==> src/rtl/divider_array_scheduler.sv <==
// divider_array_scheduler: round-robin front-end sharing one combinational 16/8 divider core between requesters
module divider_array_scheduler #(
   parameter int NUM_REQ       = 4,
   parameter int SETTLE_CYCLES = 3
) (
   input  logic                   clk,
   input  logic                   rst_n,
   input  logic [NUM_REQ-1:0]     req_valid,
   output logic [NUM_REQ-1:0]     req_ready,
   input  logic [16*NUM_REQ-1:0]  req_n,
   input  logic [8*NUM_REQ-1:0]   req_d,
   output logic                   rsp_valid,
   input  logic                   rsp_ready,
   output logic [1:0]             rsp_id,
   output logic [7:0]             rsp_q,
   output logic [7:0]             rsp_r,
   output logic                   rsp_dbz,
   output logic                   rsp_ovf,
   output logic [15:0]            div_n,
   output logic [7:0]             div_d,
   input  logic [7:0]             div_q,
   input  logic [7:0]             div_r,
   output logic                   busy
);
   typedef enum logic [1:0] {IDLE, SETTLE, RESP} state_t;
   state_t state, state_nxt;
   logic [1:0] ptr, win, idx;
   logic found, screen;
   logic [3:0] cnt;
   logic [15:0] win_n;
   logic [7:0] win_d;
   // lowest offset from the pointer wins, so scan offsets downward and let the last hit stand
   always_comb begin
      found = 1'b0;
      win = ptr;
      idx = '0;
      for (int k = NUM_REQ-1; k >= 0; k--) begin
         idx = 2'((int'(ptr) + k) % NUM_REQ);
         if (req_valid[idx]) begin
            found = 1'b1;
            win = idx;
         end
      end
   end
   assign win_n = req_n[16*win +: 16];
   assign win_d = req_d[8*win +: 8];
   assign screen = (win_d == 8'd0) || (win_n[15:8] >= win_d);
   assign req_ready = (rst_n && state == IDLE && found) ? NUM_REQ'(1) << win : '0;
   assign rsp_valid = state == RESP;
   assign busy = state != IDLE;
   always_comb begin
      state_nxt = state;
      state_nxt = (state == IDLE)   ? (found ? (screen ? RESP : SETTLE) : IDLE) :
                  (state == SETTLE) ? ((cnt == 4'd0) ? RESP : SETTLE) :
                                      (rsp_ready ? IDLE : RESP);
   end
   always_ff @(posedge clk or negedge rst_n) begin
      if (!rst_n) state <= IDLE;
      else state <= state_nxt;
   end
   always_ff @(posedge clk or negedge rst_n) begin
      if (!rst_n) begin
         ptr <= '0;
         cnt <= '0;
         div_n <= '0;
         div_d <= '0;
         rsp_id <= '0;
         rsp_q <= '0;
         rsp_r <= '0;
         rsp_dbz <= 1'b0;
         rsp_ovf <= 1'b0;
      end else if (state == IDLE && found) begin
         div_n <= win_n;
         div_d <= win_d;
         rsp_id <= win;
         ptr <= 2'((int'(win) + 1) % NUM_REQ);
         cnt <= 4'(SETTLE_CYCLES - 1);
         rsp_q <= 8'hFF;
         rsp_r <= win_n[7:0];
         rsp_dbz <= win_d == 8'd0;
         rsp_ovf <= (win_d != 8'd0) && (win_n[15:8] >= win_d);
      end else if (state == SETTLE) begin
         if (cnt == 4'd0) begin
            rsp_q <= div_q;
            rsp_r <= div_r;
            rsp_dbz <= 1'b0;
            rsp_ovf <= 1'b0;
         end else begin
            cnt <= cnt - 4'd1;
         end
      end
   end
endmodule

==> config.mk <==
export PLATFORM = sky130hd
export DESIGN_NAME = divider_array_scheduler
export DESIGN_NICKNAME = d
export VERILOG_FILES = /design/src/rtl/divider_array_scheduler.sv
export SDC_FILE = /design/constraint.sdc
export NUM_CORES = 1
export LEC_CHECK = 0
export CORE_MARGIN = 2
export CORE_UTILIZATION = 35
export DETAILED_ROUTE_END_ITERATION = 6
export GPL_TIMING_DRIVEN = 0
export PLACE_DENSITY = 0.77
export SETUP_SLACK_MARGIN = 0.2
export SLEW_MARGIN = 20
export SYNTH_ARGS = -nofsm -noshare
export SYNTH_HDL_FRONTEND = slang
export SYNTH_SLANG_ARGS = --single-unit
export TNS_END_PERCENT = 10
==> constraint.sdc <==
create_clock -name clk -period 3.6 [get_ports clk]
set_input_delay 0.72 -clock clk [delete_from_list [all_inputs] [get_ports clk]]
set_output_delay 0.72 -clock clk [all_outputs]
set_load 0.005 [all_outputs]
==> out/results.tsv <==
metric	value	unit
synth_compound_area_share	10.4	%
io_pins	169	
synthCells	296	
drt-initial-drc-count	65	
slowest_stage	mux4_2	
clockRootBuffer	clkbuf_8	
multi_input_area	1680	sq um
dieHeight	97.3	um
rsz0062_at_grt	true	
clkSinkCount	52	
io_buffers	168	
fmax	299	MHz
clock_skew	0.00762	ns
routedWlPerCell	17.3	um
synth_top_area_cell	dfrtp_1	
stdcell_area	5140	sq um
cts_buffers	5	
synth_top_area_share	42.7	%
syn_nets	428	
gr-total-overflow	0	
via_per_inst	5.00	
finalWirelength	10.2	mm
synth_top_family_by_area	multiplexers	
synthMuxAreaShare	20.3	%
dieArea	9460	sq um
yosys.area_share.simple	15.8	%
avgSynthCellArea	10.3	sq um
synth_area_leaders	dfrtp_1, mux4_2, nand2_1, ha_1, mux2i_1	
power_density	728	nW/um^2
placed_area	4890	sq um
cp_max_fo	5	
start_util	35.4	%
yosys.area_share.adder	5.34	%
leakagePower	0.00231	uW
async_flop_share	100	%
cp_num_buf_inv	2	
cts-htree-levels	2	
maxSlewHeadroom	52.9	%
synth_cell_types	35	
post-route-period-util	92.8	%
area_growth_syn_to_layout	68.7	%
crit_chain	nor2b_2 > a2bb2oi_2 > o211ai_1 > buf_6 > buf_6 > mux4_2 > ha_4 > nand2b_1 > a21o_1 > a21o_1 > a211oi_2 > o21ai_2 > a32o_1	
drv_slew	0	
gp_congestion	0.790	
finalHoldViolations	0	
clkSlewWorstSetupHoldPaths	0.10	ns
nets	613	
seq_area_frac_synth	42.7	%
place_hpwl	7.82	mm
cts_max_path_buffers	2	
slowest_delay	0.57	ns
vdd_drop_max	0.307	mV
nFillCells	732	
hp-class	in2async	
ctsHoldBuffers	0	
grt_pass1_vias	3136	
max-cap-violations	0	
drc	0	
yosysWarnings	0	
worst-endpoint-required	3.81	ns
path_delay_family	compound AO/OA/AOI/OAI gates	
synth-edff-count	0	
drtAntennaViolNets	0	
seq_area	1300	sq um
post-route-util	59.8	%
num_antenna_cells	0	
ys.flop_type	dfrtp_1	
grt_pass1_wl	16.1	mm
vias	2951	
worstSetupPathType	reg2reg	
core_region_area	8590	sq um
grt_max_degree	57	
worstSkewPairLatency	0.31	ns
setup_viol	0	
outcome	finished, final reports clean	
grt_util_all_layers	21.5	%
worst_pin_slew	0.706	ns
arrival	3.55	ns
fin_cells	590	
syn-cell-area	3040	sq um
cp-start-kind	register	
drive_gt1_share	14.3	%
dp_cells	572	
first_pass_iters	4	
die_x	97.3	um
synth_xor_area_share	0.863	%
num_rows	34	
ys_seq_elements	52	
tritoncts	done	
cp-end-kind	register	
tns	0	ns
antenna_found_initial	0	
min_period	3.34	ns
-- worst register-to-register path: cells and delay by family (launching register included) --
kind / cells / cell delay (ns)
AO/OA/AOI/OAI: 7 / 1.36
adder cells (fa/ha/maj): 1 / 0.26
buffers and inverters: 2 / 0.29
flip-flops: 1 / 0.45
multiplexers: 1 / 0.57
AND/OR/NAND/NOR: 2 / 0.30
-- path summary, 6_finish.rpt --
path                       slack [ns]  cells after the start                    to            startpoint
setup / recovery                 0.26                     13   rsp_ovf$_DFFE_PN0P_    ptr[0]$_DFFE_PN0P_
hold / removal                   0.44                      1  div_d[2]$_DFFE_PN0P_                 rst_n
setup reg to reg                 0.26                     13   rsp_ovf$_DFFE_PN0P_    ptr[0]$_DFFE_PN0P_
hold reg to reg                  0.49                      1  rsp_r[3]$_DFFE_PN0P_  rsp_r[3]$_DFFE_PN0P_
max in group asynchronous        2.64                      1    ptr[0]$_DFFE_PN0P_                 rst_n
min in group clk                 0.49                      1  rsp_r[3]$_DFFE_PN0P_  rsp_r[3]$_DFFE_PN0P_
-- cells in the final DEF (no fill, tap or decap), types with 2 or more instances in the layout --
| cell type | instances |
|---|---|
| buf_12 | 3 |
| nor2b_2 | 3 |
| clkbuf_1 | 13 |
| ha_1 | 12 |
| xor2_1 | 2 |
| clkbuf_2 | 2 |
| a21oi_1 | 10 |
| and2_1 | 2 |
| o21ai_0 | 11 |
| nor2b_1 | 2 |
| nor4_2 | 2 |
| clkbuf_8 | 5 |
| mux2i_1 | 8 |
| mux4_2 | 23 |
| dfrtp_1 | 51 |
| buf_6 | 2 |
| buf_4 | 11 |
| o21ai_2 | 2 |
| and3_1 | 5 |
| nor3_1 | 2 |
| nand2_1 | 84 |
| o21ai_1 | 5 |
| clkdlybuf4s50_1 | 161 |
| inv_1 | 14 |
| a21o_1 | 12 |
| nor2_1 | 8 |
-- state kept, by name, summed over array words and instances (netlist names) --
name	flops
rsp_id	2
rsp_dbz	1
rsp_ovf	1
div_n	16
rsp_q	8
div_d	8
cnt	4
ptr	2
state	2
rsp_r	8
-- cells by family after synthesis --
| logic type | after synthesis |
|---|---|
| DFF | 52 |
| muxes | 33 |
| adders and majority gates | 13 |
| buffers and inverters | 32 |
| and+or+nand+nor | 113 |
| xor gates and xnor gates | 3 |
| AOI/OAI and AO/OA | 50 |
-- layout make-up --
cell class | count | area share, %
tap | 108 | 2.63
inverter | 14 | 1.02
sequential | 52 | 25.4
multi-input combinational | 212 | 32.7
timing repair buffer | 178 | 33.9
clock inverter | 2 | 0.317
clock buffer | 6 | 1.41
buffer | 18 | 2.63
-- synthesized netlist by cell type (2+ instances only) --
| cell type | instances |
|---|---|
| dfrtp_1 | 52 |
| nand2_1 | 85 |
| clkbuf_1 | 12 |
| and2_1 | 2 |
| a21o_1 | 12 |
| a21oi_1 | 12 |
| inv_1 | 14 |
| mux4_2 | 23 |
| buf_4 | 2 |
| mux2i_1 | 9 |
| nor3_1 | 2 |
| xor2_1 | 2 |
| nor4_2 | 2 |
| buf_2 | 2 |
| ha_1 | 13 |
| nor2_1 | 9 |
| o21ai_0 | 12 |
| o21ai_1 | 6 |
| nor2b_1 | 5 |
| and3_1 | 5 |
-- report_power, final --
group	total [uW]	leakage, uW	internal, uW	switching (uW)
Sequential	1010	0.000615	846	165
Combinational	2380	0.00165	1260	1120
Clock	343	0.0000414	139	204
-- metal layers --
layer	part of all wire [%]	GRT usage [%]	up-vias
met1	41	26.1	1446
met2	52	38.6	101
met5	0	0	-
li1	-	-	1394
met3	6.4	5.97	10
met4	1.2	4.17	0
-- metrics by stage --
| step | worst slack, ns | hold WS, ns | total power (uW) |
|---|---|---|---|
| final | 0.261 | 0.442 | 3740 |
| after global routing | 0.161 | 0.496 | 4020 |
| after CTS | 0.152 | 0.477 | 3670 |
| after detailed placement | -0.715 | 0.466 | 3200 |
| after global placement | -1.03 | 0.458 | 3140 |
| after floorplan | 0.212 | 0.424 | 2220 |
-- what timing repair did --
action,CTS,global route
buffers inserted,6,4
gates resized for setup,20,21
endpoints found under the hold margin,0,0
pin swaps,6,7
setup endpoints to repair,7,6
Power figures use the tool's default switching activity.
